$ cat src/rtl/icache_fetch_if.sv
// Bus bundle between the core fetch path, the instruction cache and the
// backing memory. The testbench or core side uses the master modport.
// The cache uses the slave modport.
//
// Memory handshake (req/rvalid): mem_req and mem_addr are raised by the cache
// and held stable until mem_rvalid=1 is seen on a rising edge. That edge
// completes the request and captures mem_rdata. mem_req may stay high
// back-to-back for the next word. mem_rvalid has no meaning while mem_req=0
// and is ignored then.
interface icache_fetch_if;
   logic        fetch_en;
   logic [15:0] fetch_addr;
   logic [15:0] instr;
   logic        instr_valid;
   logic        invalidate;
   logic        mem_req;
   logic [15:0] mem_addr;
   logic [15:0] mem_rdata;
   logic        mem_rvalid;
   logic [15:0] hit_cnt;
   logic [15:0] miss_cnt;

   modport master (
      output fetch_en, fetch_addr, invalidate, mem_rdata, mem_rvalid,
      input  instr, instr_valid, mem_req, mem_addr, hit_cnt, miss_cnt
   );

   modport slave (
      input  fetch_en, fetch_addr, invalidate, mem_rdata, mem_rvalid,
      output instr, instr_valid, mem_req, mem_addr, hit_cnt, miss_cnt
   );
endinterface

$ cat src/rtl/icache_fetch.sv
// Direct-mapped read-only instruction cache. A hit is answered combinationally
// in the same cycle. A miss stalls the core while a fill FSM fetches the
// whole line word by word from the backing memory. The cache also keeps
// saturating hit and miss counters.
module icache_fetch #(
   parameter int NUM_SETS       = 8,
   parameter int WORDS_PER_LINE = 8
) (
   input  logic          clk,
   input  logic          rst_n,
   icache_fetch_if.slave bus,
   output logic [0:0]    dbg_state_o
);

   localparam int IW = $clog2(NUM_SETS);
   localparam int OW = $clog2(WORDS_PER_LINE);
   localparam int TW = 16 - 1 - OW - IW;
   localparam int BW = TW + IW;

   localparam logic [0:0]    S_IDLE = 1'b0;
   localparam logic [0:0]    S_FILL = 1'b1;
   localparam logic [OW-1:0] K_LAST = OW'(WORDS_PER_LINE - 1);

   // Address split of the current PC
   logic [OW-1:0] offset_w;
   logic [IW-1:0] index_w;
   logic [TW-1:0] tag_w;

   assign offset_w = bus.fetch_addr[OW:1];
   assign index_w  = bus.fetch_addr[OW+IW:OW+1];
   assign tag_w    = bus.fetch_addr[15:OW+IW+1];

   // Storage. Data and tags need no reset because valid bits gate every use.
   logic [15:0]         data_q [NUM_SETS*WORDS_PER_LINE];
   logic [TW-1:0]       tag_q  [NUM_SETS];
   logic [NUM_SETS-1:0] valid_q, valid_d;

   logic [0:0]    state_q, state_d;
   logic [BW-1:0] fill_base_q, fill_base_d;
   logic [OW-1:0] k_q, k_d;
   logic          abort_q, abort_d;
   logic [15:0]   hit_cnt_q, hit_cnt_d;
   logic [15:0]   miss_cnt_q, miss_cnt_d;

   logic          hit_w;
   logic [IW-1:0] fill_idx_w;
   logic [TW-1:0] fill_tag_w;
   logic          last_word_w;

   assign fill_idx_w  = fill_base_q[IW-1:0];
   assign fill_tag_w  = fill_base_q[BW-1:IW];
   assign last_word_w = (k_q == K_LAST);

   // Lookup and core-facing outputs; hits only count while idle
   always_comb begin
      hit_w = (state_q == S_IDLE) && bus.fetch_en && valid_q[index_w]
              && (tag_q[index_w] == tag_w);
      bus.instr_valid = hit_w;
      bus.instr       = hit_w ? data_q[{index_w, offset_w}] : 16'h0000;
   end

   // Memory request is held for the whole fill; address zero while idle
   always_comb begin
      bus.mem_req  = (state_q == S_FILL);
      bus.mem_addr = (state_q == S_FILL) ? {fill_base_q, k_q, 1'b0} : 16'h0000;
   end

   assign bus.hit_cnt  = hit_cnt_q;
   assign bus.miss_cnt = miss_cnt_q;
   assign dbg_state_o  = state_q;

   // Next-state logic for the fill FSM, valid bits and counters
   always_comb begin
      state_d     = state_q;
      fill_base_d = fill_base_q;
      k_d         = k_q;
      abort_d     = abort_q;
      valid_d     = valid_q;
      miss_cnt_d  = miss_cnt_q;
      hit_cnt_d   = (hit_w && hit_cnt_q != 16'hFFFF) ? hit_cnt_q + 16'd1 : hit_cnt_q;
      case (state_q)
         S_IDLE: begin
            if (bus.invalidate) valid_d = '0;
            if (bus.fetch_en && !hit_w) begin
               state_d     = S_FILL;
               fill_base_d = bus.fetch_addr[15:OW+1];
               k_d         = '0;
               abort_d     = 1'b0;
               if (miss_cnt_q != 16'hFFFF) miss_cnt_d = miss_cnt_q + 16'd1;
            end
         end
         S_FILL: begin
            // Invalidate during a fill poisons the line being fetched too
            if (bus.invalidate) begin
               valid_d = '0;
               abort_d = 1'b1;
            end
            if (bus.mem_rvalid) begin
               k_d = k_q + 1'b1;
               if (last_word_w) begin
                  state_d             = S_IDLE;
                  valid_d[fill_idx_w] = ~abort_q & ~bus.invalidate;
               end
            end
         end
         default: state_d = S_IDLE;
      endcase
   end

   // Control state with asynchronous reset; reset abandons any fill
   always_ff @(posedge clk or negedge rst_n) begin
      if (!rst_n) begin
         state_q     <= S_IDLE;
         fill_base_q <= '0;
         k_q         <= '0;
         abort_q     <= 1'b0;
         valid_q     <= '0;
         hit_cnt_q   <= '0;
         miss_cnt_q  <= '0;
      end else begin
         state_q     <= state_d;
         fill_base_q <= fill_base_d;
         k_q         <= k_d;
         abort_q     <= abort_d;
         valid_q     <= valid_d;
         hit_cnt_q   <= hit_cnt_d;
         miss_cnt_q  <= miss_cnt_d;
      end
   end

   // Line data and tag writes from accepted memory words
   always_ff @(posedge clk) begin
      if (state_q == S_FILL && bus.mem_rvalid) begin
         data_q[{fill_idx_w, k_q}] <= bus.mem_rdata;
         if (last_word_w) tag_q[fill_idx_w] <= fill_tag_w;
      end
   end

endmodule

$ cat src/flat_wrapper.sv
// flat-port wrapper written by rule: the top's interface ports become plain ports
module icache_fetch_flat 
#(
   parameter int NUM_SETS       = 8,
   parameter int WORDS_PER_LINE = 8
)
  (clk, rst_n, dbg_state_o, bus_fetch_en, bus_fetch_addr, bus_invalidate, bus_mem_rdata, bus_mem_rvalid, bus_instr, bus_instr_valid, bus_mem_req, bus_mem_addr, bus_hit_cnt, bus_miss_cnt);
  icache_fetch_if bus_i ();
  input  logic clk;
  input  logic rst_n;
  output logic [0:0] dbg_state_o;
  input wire logic [$bits(bus_i.fetch_en)-1:0] bus_fetch_en;
  input wire logic [$bits(bus_i.fetch_addr)-1:0] bus_fetch_addr;
  input wire logic [$bits(bus_i.invalidate)-1:0] bus_invalidate;
  input wire logic [$bits(bus_i.mem_rdata)-1:0] bus_mem_rdata;
  input wire logic [$bits(bus_i.mem_rvalid)-1:0] bus_mem_rvalid;
  output wire logic [$bits(bus_i.instr)-1:0] bus_instr;
  output wire logic [$bits(bus_i.instr_valid)-1:0] bus_instr_valid;
  output wire logic [$bits(bus_i.mem_req)-1:0] bus_mem_req;
  output wire logic [$bits(bus_i.mem_addr)-1:0] bus_mem_addr;
  output wire logic [$bits(bus_i.hit_cnt)-1:0] bus_hit_cnt;
  output wire logic [$bits(bus_i.miss_cnt)-1:0] bus_miss_cnt;
  assign bus_i.fetch_en = bus_fetch_en;
  assign bus_i.fetch_addr = bus_fetch_addr;
  assign bus_i.invalidate = bus_invalidate;
  assign bus_i.mem_rdata = bus_mem_rdata;
  assign bus_i.mem_rvalid = bus_mem_rvalid;
  assign bus_instr = bus_i.instr;
  assign bus_instr_valid = bus_i.instr_valid;
  assign bus_mem_req = bus_i.mem_req;
  assign bus_mem_addr = bus_i.mem_addr;
  assign bus_hit_cnt = bus_i.hit_cnt;
  assign bus_miss_cnt = bus_i.miss_cnt;
  icache_fetch #(.NUM_SETS(NUM_SETS), .WORDS_PER_LINE(WORDS_PER_LINE)) u_core (.clk(clk), .rst_n(rst_n), .bus(bus_i), .dbg_state_o(dbg_state_o));
endmodule
$ cat config.mk
export PLATFORM = sky130hd
export DESIGN_NAME = icache_fetch_flat
export DESIGN_NICKNAME = d
export VERILOG_FILES = /design/src/rtl/icache_fetch_if.sv /design/src/rtl/icache_fetch.sv /design/src/flat_wrapper.sv
export SDC_FILE = /design/constraint.sdc
export NUM_CORES = 1
export LEC_CHECK = 0
export BUFFER_PORTS_ARGS = -buffer_cell sky130_fd_sc_hd__buf_2
export CELL_PAD_IN_SITES_DETAIL_PLACEMENT = 2
export CELL_PAD_IN_SITES_GLOBAL_PLACEMENT = 2
export CORE_UTILIZATION = 54
export DETAILED_ROUTE_END_ITERATION = 10
export PLACE_DENSITY = 0.83
export SYNTH_ARGS = -nofsm -noshare
export SYNTH_HDL_FRONTEND = slang
export SYNTH_SLANG_ARGS = --single-unit
$ cat constraint.sdc
create_clock -name clk -period 7.85 [get_ports clk]
set_clock_uncertainty 0.1 [all_clocks]
set_input_delay 0.3925 -clock clk [delete_from_list [all_inputs] [get_ports clk]]
set_output_delay 0.3925 -clock clk [all_outputs]
set_load 0.02 [all_outputs]
==> impl_results.md, run 1 <==
- Area of the mapped netlist: 44990 sq um
- HPWL after detailed placement: 90680 um
- Run Error: [ERROR DPL-0033] detailed placement checks failed during check placement.
- Yosys Warn Count: 0
- Port bufs: 101
- RD Place Congestion: 0.7963
- Largest family of logic cells by synthesized area: multiplexers
- Post-synth EDFFs: 1096
- Synth Area in Simple Gates: 0.02453
- Starting Density: 0.5470
- Multiplexer share of the synthesized area: 0.1826
- Register area share after synthesis: 0.7633
- Seq cells post-synth: 1153
- Post-Synth XOR/XNOR Area: 0.006619
- Synth Area in Compound Gates: 0.008900
- Status: did not finish
- Library cells used by synthesis: 50
- Post-Synthesis Net Count: 2014
- Ys flop type: edfxtp_1
- Syn Inst Count: 1973
- I/O pin count: 104
- Syn Area/Cell: 22.80 sq um
- Chip Height: 290.6 um
- Post-Synth Adder-Cell Area: 0.001112
- Die width: 290.6 um
- Post-synthesis async set-or-reset flop share: 0.04944
- Last step reached: detailed placement
- Row count: 105
==> logic make-up after synthesis <==
kind of cell,Yosys count
xor+xnor,34
flops,1153
simple gates,221
other cells,1
mux,390
fa+ha+maj,4
compound gates,57
buf+inv,113
==> cell usage after synthesis (2+ instances only) <==
library cell / number / area share
nor2b_1: 6 / 0.00083
nor2_1: 83 / 0.0069
dfrtp_1: 57 / 0.032
edfxtp_1: 1096 / 0.73
and3_1: 28 / 0.0039
mux2_2: 23 / 0.0058
and2_1: 17 / 0.0024
buf_1: 11 / 0.00092
mux4_2: 340 / 0.17
ha_1: 4 / 0.0011
and4_1: 5 / 0.00097
a21oi_1: 13 / 0.0014
nand3_1: 14 / 0.0016
nand2b_1: 2 / 0.00028
mux2i_1: 21 / 0.0047
o21ai_0: 8 / 0.00089
a221oi_1: 4 / 0.00078
nor4_1: 9 / 0.0013
xor2_1: 16 / 0.0031
inv_1: 7 / 0.00058
mux2_4: 5 / 0.0017
nand2_1: 31 / 0.0026
o22ai_1: 7 / 0.00097
a22o_1: 2 / 0.00039
o211ai_1: 7 / 0.0012
buf_4: 19 / 0.0032
clkbuf_1: 42 / 0.0035
o2111ai_1: 7 / 0.0014
nor3_1: 9 / 0.0010
buf_2: 27 / 0.0030
buf_6: 7 / 0.0018
xnor2_1: 18 / 0.0035
nand3b_1: 5 / 0.00083
o21a_1: 2 / 0.00033
nand4_1: 6 / 0.00083
==> per-stage QoR <==
stage / setup slack, ns / instance area [sq um] / hold WS [ns] / instances
3_3_place_gp: 3.265 / 46860 / 0.3703 / 3101
2_1_floorplan: 4.618 / 44990 / -0.003091 / 1973
==> inputs of run 2 (changes only) <==
--- a/config.mk
+++ b/config.mk
@@ -6,11 +6,9 @@
 export NUM_CORES = 1
 export LEC_CHECK = 0
 export BUFFER_PORTS_ARGS = -buffer_cell sky130_fd_sc_hd__buf_2
-export CELL_PAD_IN_SITES_DETAIL_PLACEMENT = 2
-export CELL_PAD_IN_SITES_GLOBAL_PLACEMENT = 2
-export CORE_UTILIZATION = 54
+export CORE_UTILIZATION = 40
 export DETAILED_ROUTE_END_ITERATION = 10
-export PLACE_DENSITY = 0.83
+export PLACE_DENSITY_LB_ADDON = 0.15
 export SYNTH_ARGS = -nofsm -noshare
 export SYNTH_HDL_FRONTEND = slang
 export SYNTH_SLANG_ARGS = --single-unit
==> run 2 against run 1 <==
  * The flow now finishes without violations
  * Synthesized cell count unchanged
  * Synthesized area is the same
==> impl_results.md, run 2 <==
- Syn Area/Cell: 22.80 sq um (unchanged)
- Drc violations: 0
- Status: finished, final reports clean (was did not finish)
- Cells along the critical path: buf_2 -> nor2_1 -> a22o_1 -> o21a_1 -> nor4b_2 -> and4_1 -> and3_1 -> buf_2
- Top cell type's share of synthesized area: 0.7316 (unchanged)
- RSZ-0062 raised after global routing: false
- CTS Buf Count: 118
- CTS tree: built
- Critical Path Fanout Max: 30
- I/O pin count: 104 (unchanged)
- Via count: 21150
- DRT Pass-1 Iters: 5
- Overall routed net length: 110400 um
- Skew-Pair Late Insertion Delay: 0.70 ns
- CTS Root Buffer Type: clkbuf_16
- CP Capture Type: output pin
- Vias in the first global route: 21810
- Ys flop type: edfxtp_1 (unchanged)
- Max stage delay on crit path: 1.09 ns
- Starting Density: 0.4048 (was 0.5470)
- Post-synth top cells: edfxtp_1 (1096), mux4_2 (340), nor2_1 (83), dfrtp_1 (57), clkbuf_1 (42) (unchanged)
- Die footprint: 113800 sq um
- Peak VDD IR: 175.5 uV
- Largest net degree at the start of global routing: 123
- RD Place Congestion: 0.7733 (was 0.7963)
- DRT iter0 DRCs: 1875
- HPWL after detailed placement: 63040 um (was 90680 um)
- H-tree depth reported by CTS: 3
- Port bufs: 101 (unchanged)
- Final critical-path share of the clock period: 0.5840
- Crit start category: input pin
- Initial antenna violation count: 12
- Routed Antenna Nets: 0
- Row count: 122 (was 105)
- CTS max path bufs: 3
- Register area share after synthesis: 0.7633 (unchanged)
- Largest Register: u_core.data_q
- Top Registers: u_core.data_q (1024), u_core.tag_q (72)
- Top cell by count, worst path: buf_2
- Leak pwr: 16.50 nW
- Global-route wire length before repair: 158100 um
- Dominant cell type by area after synthesis: edfxtp_1 (unchanged)
- Crit-path slowest cell: and4_1
- Setup violations, final: 0
- Post-synthesis async set-or-reset flop share: 0.04944 (unchanged)
- Period minus WS final: 4.584 ns
- Cts repair resizes: 0
- Post-synth EDFFs: 1096 (unchanged)
- Layout net count: 2224
- Seq cells post-synth: 1153 (unchanged)
- Post-Synthesis Net Count: 2014 (unchanged)
- Share of cells above drive strength 1: 0.3341
- P&R area growth vs syn: 14.18%
- Library cells used by synthesis: 50 (unchanged)
- RR Startpoint: u_core.tag_q[7][7]
- Most frequent cell after synthesis: edfxtp_1 (unchanged)
- Critical path data required time: 7.36 ns
- Final Power: 0.01368 W
- Maxcap violations: 0
- Arrival time at the worst endpoint: 4.09 ns
- Gr usage total: 0.1969
- Clock slew at reported path FFs: 0.06 ns
- Hold path startpoint: bus_fetch_en
- Chip Height: 337.4 um (was 290.6 um)
- Setup TNS: 0 ns
- Max frequency: 218.1 MHz
- Syn Inst Count: 1973 (unchanged)
- Drt via density: 5.611
- Final Hold Viols: 0
- Setup crit start: bus_fetch_addr[4]
- Remaining Overflow, GRT: 0
- P per Cell Area: 266.3 nW/um^2
- Filler instances: 9363
- Top post-synthesis cells by area: edfxtp_1 (73%), mux4_2 (17%), dfrtp_1 (3.2%), nor2_1 (0.69%), mux2_2 (0.58%) (unchanged)
- Most used cells in the layout excluding fill and tap cells: edfxtp_1 (1096), mux4_2 (340), clkbuf_16 (119)
- CORE AREA: 111100 sq um
- Worst min path class: input pin to register
- Fin. max-slew vios: 0
- Max FFs per register: 1024
- Least-Margin Pin Slew: 1.343 ns
- Clk sinks: 1153
- Die width: 337.4 um (was 290.6 um)
- Yosys Warn Count: 0 (unchanged)
- Worst slew margin: 0.1044
- Area of the mapped netlist: 44990 sq um (unchanged)
- Most common cell after layout, fill and taps aside: edfxtp_1
- Critical path type: input pin to output pin
- Wire per inst: 29.28 um
-- run 2: cell counts after synthesis --
No cell type changed its count.
-- run 2: path summary, 6_finish.rpt --
path / endpoint / slack [ns] / cells past startpoint
worst max-delay path: bus_instr[14] / 3.27 / 8
worst min-delay path: u_core.bus.miss_cnt[0] / 0.22 / 5
worst max register to register: u_core.bus.hit_cnt[8] / 4.12 / 7
worst min register to register: u_core.bus.miss_cnt[15] / 0.39 / 1
max in group asynchronous: u_core.valid_q[3] / 6.84 / 3
min in group asynchronous: u_core.bus.hit_cnt[7] / 0.29 / 3
-- run 2: metrics by stage --
stage / setup WS [ns] / hold WS, ns / std cells / instance area (sq um) / utilization
2_1_floorplan: 4.618 / -0.003091 / 1973 / 44990 / -
5_1_grt: 3.054 / 0.2352 / 3769 / 51360 / 0.4622
3_5_place_dp: 3.037 / 0.3813 / 3539 / 47620 / 0.4285
4_1_cts: 3.196 / 0.1764 / 3769 / 51360 / 0.4622
6_report: 3.266 / 0.2184 / 3770 / 51370 / 0.4622
3_3_place_gp: 3.069 / 0.3730 / 3539 / 47620 / 0.4285
-- run 2: final cells by class --
type,instances,area (sq um),share of cell area
Inverter,7,26.28,0.0005115
Sequential cell,1153,34340,0.6685
Timing Repair Buffer,196,1328,0.02584
Clock inverter,61,451.7,0.008793
Antenna cell,1,2.502,0.00004872
Tap cell,1488,1862,0.03625
Clock buffer,157,3171,0.06172
Multi-Input combinational cell,707,10190,0.1983
-- run 2: cell families after synthesis --
kind of cell,Yosys count,synth area share
flip-flops,1153,0.7633
multiplexers,390,0.1826
AND/OR/NAND/NOR,221,0.02453
buffers and inverters,113,0.01293
AO/OA/AOI/OAI,57,0.008900
XOR/XNOR,34,0.006619
adder cells (fa/ha/maj),4,0.001113
other,1,0.00008336
-- run 2: critical path, delay by kind of cell --
kind | cells | cell delay [ns]
AOI/OAI and AO/OA | 2 | 0.51
buffers and inverters | 2 | 0.92
and+or+nand+nor | 4 | 2.24
-- run 2: per-layer routing --
layer  vias to the layer above  global-route usage  share of wire
met1                     11630              0.2808           0.44
met3                       134             0.02610          0.049
met2                       588              0.3243           0.50
met5                         -                   0        0.00028
li1                       8793                   -              -
met4                         4             0.04371          0.018
-- run 2: report_power, final --
group / internal [W] / switching, W / total (W) / leakage [nW]
clock: 0.00296 / 0.00231 / 0.00527 / 1.77
combinational: 0.000438 / 0.000792 / 0.00123 / 4.13
sequential: 0.00702 / 0.000158 / 0.00717 / 10.6
-- run 2: timing repair --
item                                   CTS  global route
endpoints found under the hold margin   72             0
hold buffers                            12             0
setup buffers                            0             0
Power figures use the tool's default switching activity.
